--- src/rtl/rvseed_test_ctrl.sv ---
// Regression sequencer for the RVSEED core: per test, load image, run, score x26/x27, clear dmem and regfile.
// Load takes one cycle per accepted word (source is ready only in LOAD); clear takes 2^DMEM_AW cycles.
module rvseed_test_ctrl #(
    parameter int CPU_WIDTH    = 32,
    parameter int IMEM_AW      = 10,
    parameter int DMEM_AW      = 10,
    parameter int TEST_NUM     = 37,
    parameter int TIMEOUT_CYC  = 500,
    parameter int STOP_ON_FAIL = 1
) (
    input  logic                 clk,
    input  logic                 rst_n,
    input  logic                 start,
    output logic [5:0]           ld_test_idx,
    input  logic                 ld_valid,
    output logic                 ld_ready,
    input  logic [CPU_WIDTH-1:0] ld_data,
    input  logic                 ld_last,
    output logic                 imem_we,
    output logic [IMEM_AW-1:0]   imem_addr,
    output logic [CPU_WIDTH-1:0] imem_wdata,
    output logic                 core_rst_n,
    input  logic                 core_done,
    input  logic                 core_pass,
    input  logic [CPU_WIDTH-1:0] core_testnum,
    output logic                 dmem_clr_we,
    output logic [DMEM_AW-1:0]   dmem_clr_addr,
    output logic                 rf_clr,
    output logic                 busy,
    output logic                 finished,
    output logic [5:0]           pass_cnt,
    output logic [5:0]           fail_cnt,
    output logic [5:0]           fail_idx,
    output logic [CPU_WIDTH-1:0] fail_testnum,
    output logic                 timeout
);
    localparam int RUN_W = $clog2(TIMEOUT_CYC + 1);

    typedef enum logic [2:0] {
        S_IDLE, S_LOAD, S_RUN, S_SETTLE, S_CHECK, S_CLEAR, S_FINISH
    } state_t;

    state_t               state_q, state_d;
    logic [5:0]           idx_q, idx_d;
    logic [IMEM_AW-1:0]   iaddr_q, iaddr_d;
    logic [DMEM_AW-1:0]   daddr_q, daddr_d;
    logic [RUN_W-1:0]     run_q, run_d;
    logic [5:0]           pass_q, pass_d;
    logic [5:0]           fail_q, fail_d;
    logic [5:0]           fidx_q, fidx_d;
    logic [CPU_WIDTH-1:0] ftn_q, ftn_d;
    logic                 tmo_q, tmo_d;
    logic                 cur_fail_q, cur_fail_d;
    logic                 beat;

    assign ld_ready      = (state_q == S_LOAD);
    assign beat          = ld_valid && ld_ready;
    assign imem_we       = beat;
    assign imem_addr     = iaddr_q;
    assign imem_wdata    = ld_data;
    assign core_rst_n    = (state_q == S_RUN) || (state_q == S_SETTLE) || (state_q == S_CHECK);
    assign dmem_clr_we   = (state_q == S_CLEAR);
    assign dmem_clr_addr = daddr_q;
    // The clear address restarts at zero on every CLEAR entry, so it marks the first cycle.
    assign rf_clr        = (state_q == S_CLEAR) && (daddr_q == '0);
    assign busy          = (state_q != S_IDLE) && (state_q != S_FINISH);
    assign finished      = (state_q == S_FINISH);
    assign ld_test_idx   = idx_q;
    assign pass_cnt      = pass_q;
    assign fail_cnt      = fail_q;
    assign fail_idx      = fidx_q;
    assign fail_testnum  = ftn_q;
    assign timeout       = tmo_q;

    always_ff @(posedge clk or negedge rst_n) begin
        if (!rst_n) begin
            state_q    <= S_IDLE;
            idx_q      <= '0;
            iaddr_q    <= '0;
            daddr_q    <= '0;
            run_q      <= '0;
            pass_q     <= '0;
            fail_q     <= '0;
            fidx_q     <= '0;
            ftn_q      <= '0;
            tmo_q      <= 1'b0;
            cur_fail_q <= 1'b0;
        end else begin
            state_q    <= state_d;
            idx_q      <= idx_d;
            iaddr_q    <= iaddr_d;
            daddr_q    <= daddr_d;
            run_q      <= run_d;
            pass_q     <= pass_d;
            fail_q     <= fail_d;
            fidx_q     <= fidx_d;
            ftn_q      <= ftn_d;
            tmo_q      <= tmo_d;
            cur_fail_q <= cur_fail_d;
        end
    end

    always_comb begin
        state_d    = state_q;
        idx_d      = idx_q;
        iaddr_d    = iaddr_q;
        daddr_d    = daddr_q;
        run_d      = run_q;
        pass_d     = pass_q;
        fail_d     = fail_q;
        fidx_d     = fidx_q;
        ftn_d      = ftn_q;
        tmo_d      = tmo_q;
        cur_fail_d = cur_fail_q;
        case (state_q)
            S_IDLE, S_FINISH: begin
                if (start) begin
                    state_d    = S_LOAD;
                    idx_d      = '0;
                    iaddr_d    = '0;
                    daddr_d    = '0;
                    run_d      = '0;
                    pass_d     = '0;
                    fail_d     = '0;
                    fidx_d     = '0;
                    ftn_d      = '0;
                    tmo_d      = 1'b0;
                    cur_fail_d = 1'b0;
                end
            end
            S_LOAD: begin
                if (beat) begin
                    iaddr_d = iaddr_q + 1'b1;
                    if (ld_last || (iaddr_q == '1)) begin
                        state_d = S_RUN;
                        iaddr_d = '0;
                        run_d   = '0;
                    end
                end
            end
            S_RUN: begin
                if (core_done) begin
                    state_d = S_SETTLE;
                    run_d   = '0;
                end else if (run_q == RUN_W'(TIMEOUT_CYC - 1)) begin
                    state_d    = S_CLEAR;
                    run_d      = '0;
                    fail_d     = fail_q + 6'd1;
                    cur_fail_d = 1'b1;
                    if (fail_q == '0) begin
                        fidx_d = idx_q;
                        ftn_d  = '1;
                        tmo_d  = 1'b1;
                    end
                end else begin
                    run_d = run_q + 1'b1;
                end
            end
            S_SETTLE: state_d = S_CHECK;
            S_CHECK: begin
                state_d = S_CLEAR;
                if (core_pass) begin
                    pass_d = pass_q + 6'd1;
                end else begin
                    fail_d     = fail_q + 6'd1;
                    cur_fail_d = 1'b1;
                    if (fail_q == '0) begin
                        fidx_d = idx_q;
                        ftn_d  = core_testnum;
                        tmo_d  = 1'b0;
                    end
                end
            end
            S_CLEAR: begin
                daddr_d = daddr_q + 1'b1;
                if (daddr_q == '1) begin
                    if ((idx_q == 6'(TEST_NUM - 1)) || ((STOP_ON_FAIL != 0) && cur_fail_q)) begin
                        state_d = S_FINISH;
                    end else begin
                        state_d    = S_LOAD;
                        idx_d      = idx_q + 6'd1;
                        cur_fail_d = 1'b0;
                    end
                end
            end
            default: state_d = S_IDLE;
        endcase
    end
endmodule

--- config.mk ---
export PLATFORM = sky130hd
export DESIGN_NAME = rvseed_test_ctrl
export DESIGN_NICKNAME = d
export VERILOG_FILES = /design/src/rtl/rvseed_test_ctrl.sv
export SDC_FILE = /design/constraint.sdc
export NUM_CORES = 1
export LEC_CHECK = 0
export CAP_MARGIN = 20
export CORE_AREA = 2 2 112 114
export DETAILED_ROUTE_END_ITERATION = 8
export DIE_AREA = 0 0 114 116
export GPL_ROUTABILITY_DRIVEN = 0
export PLACE_DENSITY_LB_ADDON = 0.2
export SYNTH_ARGS = -nofsm -noshare
export SYNTH_HDL_FRONTEND = slang
export SYNTH_SLANG_ARGS = --single-unit
--- constraint.sdc ---
create_clock -name clk -period 2.2 [get_ports clk]
set_clock_uncertainty 0.05 [all_clocks]
set_input_delay 0.33 -clock clk [delete_from_list [all_inputs] [get_ports clk]]
set_output_delay 0.33 -clock clk [all_outputs]
set_load 0.01 [all_outputs]
==> results of run 1 <==
## cell usage after synthesis, types with 2 or more instances
| cell type | number |
|---|---|
| buf_2 | 8 |
| nor3_1 | 4 |
| and4_1 | 3 |
| ha_1 | 9 |
| and3_1 | 9 |
| o211ai_1 | 3 |
| buf_4 | 32 |
| clkbuf_1 | 19 |
| o21ai_1 | 4 |
| mux2_1 | 2 |
| nor2b_1 | 4 |
| inv_1 | 18 |
| o21ai_0 | 36 |
| mux2i_1 | 2 |
| a21oi_1 | 74 |
| nand2_1 | 48 |
| nand4_1 | 5 |
| o31ai_1 | 8 |
| dfrtp_1 | 90 |
| a211o_1 | 3 |
| a211oi_2 | 3 |
| nand2b_1 | 8 |
| nand3_1 | 32 |
| a41oi_1 | 2 |
| nor4b_1 | 2 |
| nor2_1 | 54 |
| xnor2_1 | 6 |
| a31oi_1 | 13 |
| o41ai_1 | 4 |
| and2_1 | 2 |
## report_power, final
part	switching [mW]	internal [mW]
sequential	0.402	2.18
combinational	2.23	2.27
clock	0.637	1.14
## kinds of logic (layout without fill, tap and decap cells)
group,Yosys count,in the layout
muxes,5,5
DFF,90,90
and+or+nand+nor,181,181
AOI/OAI and AO/OA,158,158
adders and majority gates,9,9
xor gates and xnor gates,7,7
buffers and inverters,78,220
## routing by layer
layer  part of all wire  wire (microns)  vias up
met4              0.012             150        0
met3              0.064             825       15
met2               0.47            6090      143
met1               0.45            5780     2099
met5                  0               0        -
li1                   -               -     2108
## critical path, delay by kind of cell (launching register included)
kind / cells / cell delay (ns)
buf+inv: 1 / 0.53
flops: 1 / 0.45
simple gates: 2 / 0.44
## repair_timing
item                                    CTS  global route
gates cloned                              0             1
resized for setup                        14            11
hold endpoints to repair                 38             0
pin swaps                                 1             1
buffers inserted                          6             5
hold buffers                              1             0
endpoints found under the setup margin    6            58
## flip-flops by register name (all words and copies together), names as in the netlist
name / flops
cur_fail_q: 1
pass_cnt: 6
fail_cnt: 6
state_q: 3
run_q: 9
timeout: 1
imem_addr: 10
dmem_clr_addr: 10
ld_test_idx: 6
fail_testnum: 32
fail_idx: 6
## how the worst max path moves through the flow
stage | startpoint | endpoint | slack [ns] | cells past startpoint
2_1_floorplan | imem_addr[0] | state_q[1] | 0.06 | 6
6_report | state_q[1] | imem_we | 0.07 | 3
5_1_grt | state_q[2] | fail_testnum[1] | 0.008 | 9
3_5_place_dp | start | fail_testnum[9] | -0.11 | 8
4_1_cts | state_q[1] | imem_we | -0.06 | 3
3_3_place_gp | start | fail_testnum[10] | -0.03 | 8
## through the flow
step	utilization	setup WS, ns	cell area (sq um)	TNS (ns)
final	0.566	0.0686	6740	0
after global placement	0.520	-0.0323	6190	-0.388
after floorplan	-	0.0575	4710	0
after CTS	0.555	-0.0642	6620	-0.123
after global routing	0.566	0.00786	6740	0
after detailed placement	0.520	-0.105	6190	-2.39
## area by class of cell
cell class | count | area (sq um) | area share
clock buffer | 12 | 246 | 0.0366
clock inverter | 4 | 98.8 | 0.0147
inverter | 18 | 67.6 | 0.0100
multi-input combinational | 360 | 2130 | 0.316
sequential | 90 | 2260 | 0.335
tap | 147 | 184 | 0.0273
timing repair buffer | 186 | 1760 | 0.261
==> impl_metrics.py, run 1 <==
metrics = {
    "clock_tree": {
        "cts.clk_slew.worst_paths_ns": 0.06,
        "cts_tree": "done",
        "cts_sinks": 90,
        "cts-htree-levels": 3,
        "cts_root_buffer": "clkbuf_16",
        "clock_latency_ns": 0.34,
        "cts_buffers": 9,
        "clock_path_buffers": 2,
    },
    "grt": {
        "grt_pass1_wl_microns": 20700,
        "grt_pass1_vias": 4184,
        "grtUsageMet3": 0.0581,
        "grt_overflow": 0,
        "grt_start_max_net_pins": 47,
        "use_met2": 0.306,
        "antenna_found_initial": 0,
        "grt.busiest_layer": "met2",
        "met1_usage": 0.266,
        "grt_use_total": 0.196,
    },
    "synth": {
        "synth_edf_count": 0,
        "yosys.area_share.simple": 0.183,
        "yosys.area.top_type": "dfrtp_1",
        "yosys.area.top_type_share": 0.479,
        "ys_warn_count": 0,
        "syn_avg_cell_area_sq_um": 8.91,
        "synth_ff_type": "dfrtp_1",
        "synth_area_sq_um": 4710,
        "synthMuxAreaShare": 0.0114,
        "synth-xor-area-share": 0.0130,
        "synth_fp_nets": 608,
        "async_flop_share": 1.00,
        "synth-compound-area-share": 0.200,
        "synthAdderAreaFrac": 0.0239,
        "synth_top_family_by_area": "compound AO/OA/AOI/OAI gates",
        "synthCells": 528,
        "yosysSeqAreaShare": 0.479,
        "yosys_register_bits": 90,
        "synth_area_leaders": "dfrtp_1 (48%), a21oi_1 (7.9%), buf_4 (5.1%)",
        "synth_cell_type_count": 51,
    },
    "critical_path": {
        "cp_slowest_stage_delay_ns": 0.53,
        "critPathKind": "reg -> out",
        "worstRegToRegCells": 7,
        "worstPathArrival_ns": 1.75,
        "path_cells": "nor3b_4 > and2_4 > clkdlybuf4s50_1",
        "r2r-start": "dmem_clr_addr[1]",
        "cp_slowest_cell": "clkdlybuf4s50_1",
        "path_max_fanout": 5,
        "timing.rr.end": "state_q[1]",
        "crit_required_ns": 1.82,
        "start_kind": "flip-flop",
        "critPathCaptureType": "primary output",
        "reg2reg_slack_ns": 0.13,
    },
    "sta": {
        "fmax_mhz": 469,
        "fin_crit_sh": 0.969,
        "grt_setup_unrepaired": "no",
        "whs_ns": 0.450,
        "tightest_slew_ns": 0.526,
        "setup_viol": 0,
        "slew_headroom": 0.649,
        "hold_viol_final": 0,
        "min_period_ns": 2.13,
        "drv_slew": 0,
    },
    "power_and_ir_drop": {
        "peakVddDrop_mv": 0.775,
        "power.total_mw": 8.87,
        "leakagePower_nw": 2.88,
        "p_per_area_nw_per_um2": 1320,
    },
    "route": {
        "num_vias": 4365,
        "first_pass_iters": 4,
        "wl_microns": 12900,
        "drt_iter0_markers": 287,
        "drc_errors": 0,
        "via_per_inst": 5.34,
        "ant_nets": 0,
        "wire_per_inst_microns": 15.7,
    },
    "layout": {
        "final_cell_mix": "clkdlybuf4s50_1 (117), dfrtp_1 (87), a21oi_1 (73)",
        "synthToLayoutAreaGrowth_pct": 43.2,
        "n_antenna_cell": 0,
        "drive_gt1_frac": 0.148,
        "final_common_cell": "clkdlybuf4s50_1",
        "finalNonFillerCells": 817,
        "num-fill-cells": 1055,
        "fin_nets": 745,
    },
    "outcome": {
        "status": "finished clean",
    },
    "die": {
        "start_util": 0.395,
        "coreArea_sq_um": 11900,
        "rows": 40,
        "io-pin-count": 187,
        "die_area_sq_um": 13200,
        "die_w_microns": 114,
        "die-height_microns": 116,
    },
    "min_path": {
        "hold_start": "fail_idx[5]",
        "worstHoldPathType": "reg -> reg",
        "hold_depth": 2,
        "min_to": "fail_idx[5]",
    },
    "placement": {
        "placed_cells": 788,
        "port_buffers": 122,
        "dp_hpwl_microns": 9090,
    },
    "flow_run": {
        "drv_cap": 0,
    },
}
No activity file was read; power rests on OpenSTA's default activity.
==> run 2: changes to the inputs <==
--- a/config.mk
+++ b/config.mk
@@ -11,6 +11,7 @@
 export DIE_AREA = 0 0 114 116
 export GPL_ROUTABILITY_DRIVEN = 0
 export PLACE_DENSITY_LB_ADDON = 0.2
+export SKIP_CTS_REPAIR_TIMING = 1
 export SYNTH_ARGS = -nofsm -noshare
 export SYNTH_HDL_FRONTEND = slang
 export SYNTH_SLANG_ARGS = --single-unit
==> impl_metrics.py, run 2 (synthesized netlist as in run 1, its figures left out) <==
metrics = {
    "critical_path": {
        "worstRegToRegCells": 6,
        "worstPathArrival_ns": 1.87,
        "reg2reg_slack_ns": 0.11,
        "crit_required_ns": 1.82,
        "critPathCaptureType": "primary output",
        "r2r-start": "state_q[2]",
        "timing.rr.end": "timeout",
        "path_cells": "xnor2_2 > nand2_1 > buf_4 > clkdlybuf4s50_1",
        "cp_slowest_stage_delay_ns": 0.48,
        "path_max_fanout": 6,
        "critPathKind": "reg -> out",
        "start_kind": "flip-flop",
        "cp_slowest_cell": "clkdlybuf4s50_1",
    },
    "clock_tree": {
        "clock_path_buffers": 2,
        "cts_tree": "done",
        "cts_buffers": 9,
        "clock_latency_ns": 0.34,
        "cts-htree-levels": 3,
        "cts_root_buffer": "clkbuf_16",
        "cts_sinks": 90,
        "cts.clk_slew.worst_paths_ns": 0.07,
    },
    "sta": {
        "tightest_slew_ns": 0.528,
        "fmax_mhz": 444,
        "slew_headroom": 0.648,
        "whs_ns": 0.449,
        "min_period_ns": 2.25,
        "grt_setup_unrepaired": "yes",
        "drv_slew": 0,
        "fin_crit_sh": 1.02,
        "setup_viol": 3,
        "hold_viol_final": 0,
        "fin_tns_setup_ns": -0.136,
        "fin_ws_ns": -0.0524,
    },
    "layout": {
        "utilization": 0.559,
        "fin_area_sq_um": 6660,
        "synthToLayoutAreaGrowth_pct": 41.6,
        "fin_nets": 736,
        "num-fill-cells": 1052,
        "final_cell_mix": "clkdlybuf4s50_1 (120), dfrtp_1 (87), a21oi_1 (73)",
        "largest_reg_flops": 32,
        "final_common_cell": "clkdlybuf4s50_1",
        "n_antenna_cell": 0,
        "multi_input_area_sq_um": 2120,
        "regArea_sq_um": 2260,
        "drive_gt1_frac": 0.138,
    },
    "route": {
        "wl_microns": 12700,
        "ant_nets": 0,
        "drt_iter0_markers": 257,
        "num_vias": 4313,
        "via_per_inst": 5.34,
        "drc_errors": 0,
        "wire_per_inst_microns": 15.7,
        "first_pass_iters": 4,
    },
    "min_path": {
        "hold_start": "fail_idx[5]",
        "hold_depth": 2,
        "worstHoldPathType": "reg -> reg",
        "min_to": "fail_idx[5]",
    },
    "grt": {
        "antenna_found_initial": 0,
        "grt_overflow": 0,
        "grt_pass1_wl_microns": 20300,
        "grt_use_total": 0.193,
        "grt_start_max_net_pins": 47,
        "grt_pass1_vias": 4147,
    },
    "power_and_ir_drop": {
        "p_per_area_nw_per_um2": 1310,
        "leakagePower_nw": 2.84,
        "peakVddDrop_mv": 0.775,
        "power.total_mw": 8.71,
    },
    "die": {
        "die-height_microns": 116,
        "rows": 40,
        "coreArea_sq_um": 11900,
        "die_area_sq_um": 13200,
        "io-pin-count": 187,
        "start_util": 0.395,
        "die_w_microns": 114,
    },
    "placement": {
        "port_buffers": 122,
        "dp_hpwl_microns": 9090,
        "place_area_sq_um": 6190,
    },
    "flow_run": {
        "drv_cap": 0,
    },
    "outcome": {
        "violations": "negative setup slack",
        "status": "finished with violations",
    },
}
==> run 2: changes by cell type in the layout (fill, tap and decap cells not counted), sizes merged <==
cell,before,now
buf,63,53
clkbuf,13,14
clkdlybuf4s50,117,120
dlygate4sd2,3,0
==> run 2: cell type report <==
cell class,instances,area share
tap,147,0.0276
inverter,18,0.0101
sequential,90,0.339
multi-input combinational,360,0.318
timing repair buffer,177,0.254
clock buffer,12,0.0370
clock inverter,4,0.0148
==> run 2: critical path, delay by kind of cell (launching register included) <==
kind	cells	cell delay, ns
buf+inv	2	0.64
flops	1	0.47
xor+xnor	1	0.31
simple gates	1	0.12
==> run 2: stage by stage <==
stage | setup slack (ns) | cells
floorplan | 0.0575 | 528
global placement | -0.0323 | 788
detailed placement | -0.105 | 788
CTS | -0.250 | 804
global route | -0.138 | 808
finish | -0.0524 | 808
==> run 2: metal layers <==
metal	track usage	up-vias	wire [microns]
met3	0.0565	15	858
met5	0	-	0
met4	0.0577	0	141
li1	-	2088	-
met2	0.302	139	5980
met1	0.263	2071	5730
==> run 2: how the worst max path moves through the flow <==
stage / from / to / slack (ns) / depth (start not counted)
global placement: start / fail_testnum[10] / -0.03 / 8
finish: state_q[1] / busy / -0.05 / 4
detailed placement: start / fail_testnum[9] / -0.11 / 8
global route: state_q[1] / busy / -0.14 / 4
floorplan: imem_addr[0] / state_q[1] / 0.06 / 6
CTS: state_q[1] / busy / -0.25 / 4
==> run 2: where the power goes <==
part	switching [mW]	internal, mW
Sequential	0.411	2.18
Clock	0.634	1.14
Combinational	2.18	2.15
==> run 3: changes to the inputs <==
--- a/config.mk
+++ b/config.mk
@@ -6,9 +6,9 @@
 export NUM_CORES = 1
 export LEC_CHECK = 0
 export CAP_MARGIN = 20
-export CORE_AREA = 2 2 112 114
+export CORE_AREA = 2 2 107 109
 export DETAILED_ROUTE_END_ITERATION = 8
-export DIE_AREA = 0 0 114 116
+export DIE_AREA = 0 0 109 111
 export GPL_ROUTABILITY_DRIVEN = 0
 export PLACE_DENSITY_LB_ADDON = 0.2
 export SKIP_CTS_REPAIR_TIMING = 1
==> constraint.sdc (replaced) <==
create_clock -name clk -period 2.15 [get_ports clk]
set_clock_uncertainty 0.05 [all_clocks]
set_input_delay 0.3225 -clock clk [delete_from_list [all_inputs] [get_ports clk]]
set_output_delay 0.3225 -clock clk [all_outputs]
set_load 0.01 [all_outputs]
==> impl_metrics.py, run 3 (synthesized netlist as in run 1, its figures left out) <==
metrics = {
    "layout": {
        "fin_nets": 748,
        "final_cell_mix": "clkdlybuf4s50_1 (117), dfrtp_1 (86), a21oi_1 (73)",
        "final_common_cell": "clkdlybuf4s50_1",
        "drive_gt1_frac": 0.153,
        "largest_reg_flops": 32,
        "utilization": 0.614,
        "fin_area_sq_um": 6800,
        "n_antenna_cell": 0,
        "synthToLayoutAreaGrowth_pct": 44.6,
    },
    "die": {
        "rows": 39,
        "die-height_microns": 111,
        "start_util": 0.425,
        "coreArea_sq_um": 11100,
        "die_area_sq_um": 12100,
        "io-pin-count": 187,
        "die_w_microns": 109,
    },
    "power_and_ir_drop": {
        "peakVddDrop_mv": 0.803,
        "leakagePower_nw": 2.96,
        "p_per_area_nw_per_um2": 1350,
        "power.total_mw": 9.19,
    },
    "route": {
        "dr_wl_met2_microns": 6680,
        "num_vias": 4469,
        "ant_nets": 0,
        "via_per_inst": 5.48,
        "drt_iter0_markers": 280,
        "wl_microns": 13500,
        "routed.top_layer": "met4",
        "wire_per_inst_microns": 16.5,
        "drc_errors": 0,
        "met3WireLength_microns": 836,
        "wl_met1_microns": 5780,
        "first_pass_iters": 4,
    },
    "critical_path": {
        "path_cells": "buf_4 > xnor2_4 > nand2_2 > clkdlybuf4s50_1",
        "crit_family": "buffers and inverters",
        "cp.buffers_inverters": 2,
        "crit_required_ns": 1.78,
        "path_max_fanout": 6,
        "critPathCaptureType": "primary output",
        "cp_slowest_stage_delay_ns": 0.49,
        "worstPathArrival_ns": 1.81,
        "critPathKind": "reg -> out",
        "start_kind": "flip-flop",
        "cp_slowest_cell": "clkdlybuf4s50_1",
    },
    "clock_tree": {
        "cts_sinks": 90,
        "cts.clk_slew.worst_paths_ns": 0.06,
        "cts_buffers": 9,
        "clock_path_buffers": 2,
        "cts-htree-levels": 3,
        "cts_tree": "done",
        "cts_root_buffer": "clkbuf_16",
        "clock_latency_ns": 0.34,
    },
    "placement": {
        "dp_hpwl_microns": 8960,
        "place_area_sq_um": 6190,
        "port_buffers": 122,
        "post-place-ws_ns": -0.196,
    },
    "sta": {
        "fmax_mhz": 459,
        "fin_ws_ns": -0.0297,
        "setup_viol": 1,
        "grt_setup_unrepaired": "yes",
        "hold_viol_final": 0,
        "min_period_ns": 2.18,
        "drv_slew": 0,
        "fin_crit_sh": 1.01,
        "tightest_slew_ns": 0.607,
        "fin_tns_setup_ns": -0.0297,
        "slew_headroom": 0.595,
    },
    "grt": {
        "grt_pass1_wl_microns": 20400,
        "grt_overflow": 0,
        "grt_start_max_net_pins": 47,
        "antenna_found_initial": 0,
        "grt_pass1_vias": 4197,
        "grt_use_total": 0.213,
    },
    "flow_run": {
        "drv_cap": 0,
    },
    "outcome": {
        "violations": "negative setup slack",
        "status": "finished with violations",
    },
    "min_path": {
        "worstHoldPathType": "reg -> reg",
    },
}
==> run 3: final timing paths <==
check,end,cells after the start,startpoint,slack [ns]
setup / recovery,busy,4,state_q[1],-0.03
hold / removal,run_q[8],1,run_q[8],0.45
setup reg to reg,state_q[2],6,imem_addr[1],0.03
hold reg to reg,run_q[8],1,run_q[8],0.45
max in group asynchronous,run_q[0],3,rst_n,0.87
min in group asynchronous,fail_testnum[0],2,rst_n,0.53
==> run 3: layout make-up <==
type                       instances  area, sq um
timing repair buffer             189         1870
sequential                        90         2260
multi-input combinational        360         2110
tap                              143          179
clock inverter                     4         73.8
fill                             926         4270
inverter                          18         67.6
clock buffer                      12          246
==> run 3: report_power, final <==
| part | switching (mW) | internal [mW] | leakage [nW] |
|---|---|---|---|
| logic | 2.36 | 2.47 | 1.64 |
| registers | 0.416 | 2.24 | 1.16 |
| clock network | 0.650 | 1.05 | 0.157 |
| total | 3.43 | 5.76 | 2.96 |
==> run 3: stage by stage <==
step,hold WS (ns),instances
finish,0.449,816
global route,0.472,816
CTS,-0.0498,801
detailed placement,0.325,785
global placement,0.321,785
floorplan,-0.0231,528
==> run 3: metal layers <==
metal / vias to the layer above / global-route usage
li1: 2106 / -
met1: 2195 / 0.284
met2: 149 / 0.331
met3: 19 / 0.0529
met4: 0 / 0.0812
met5: - / 0
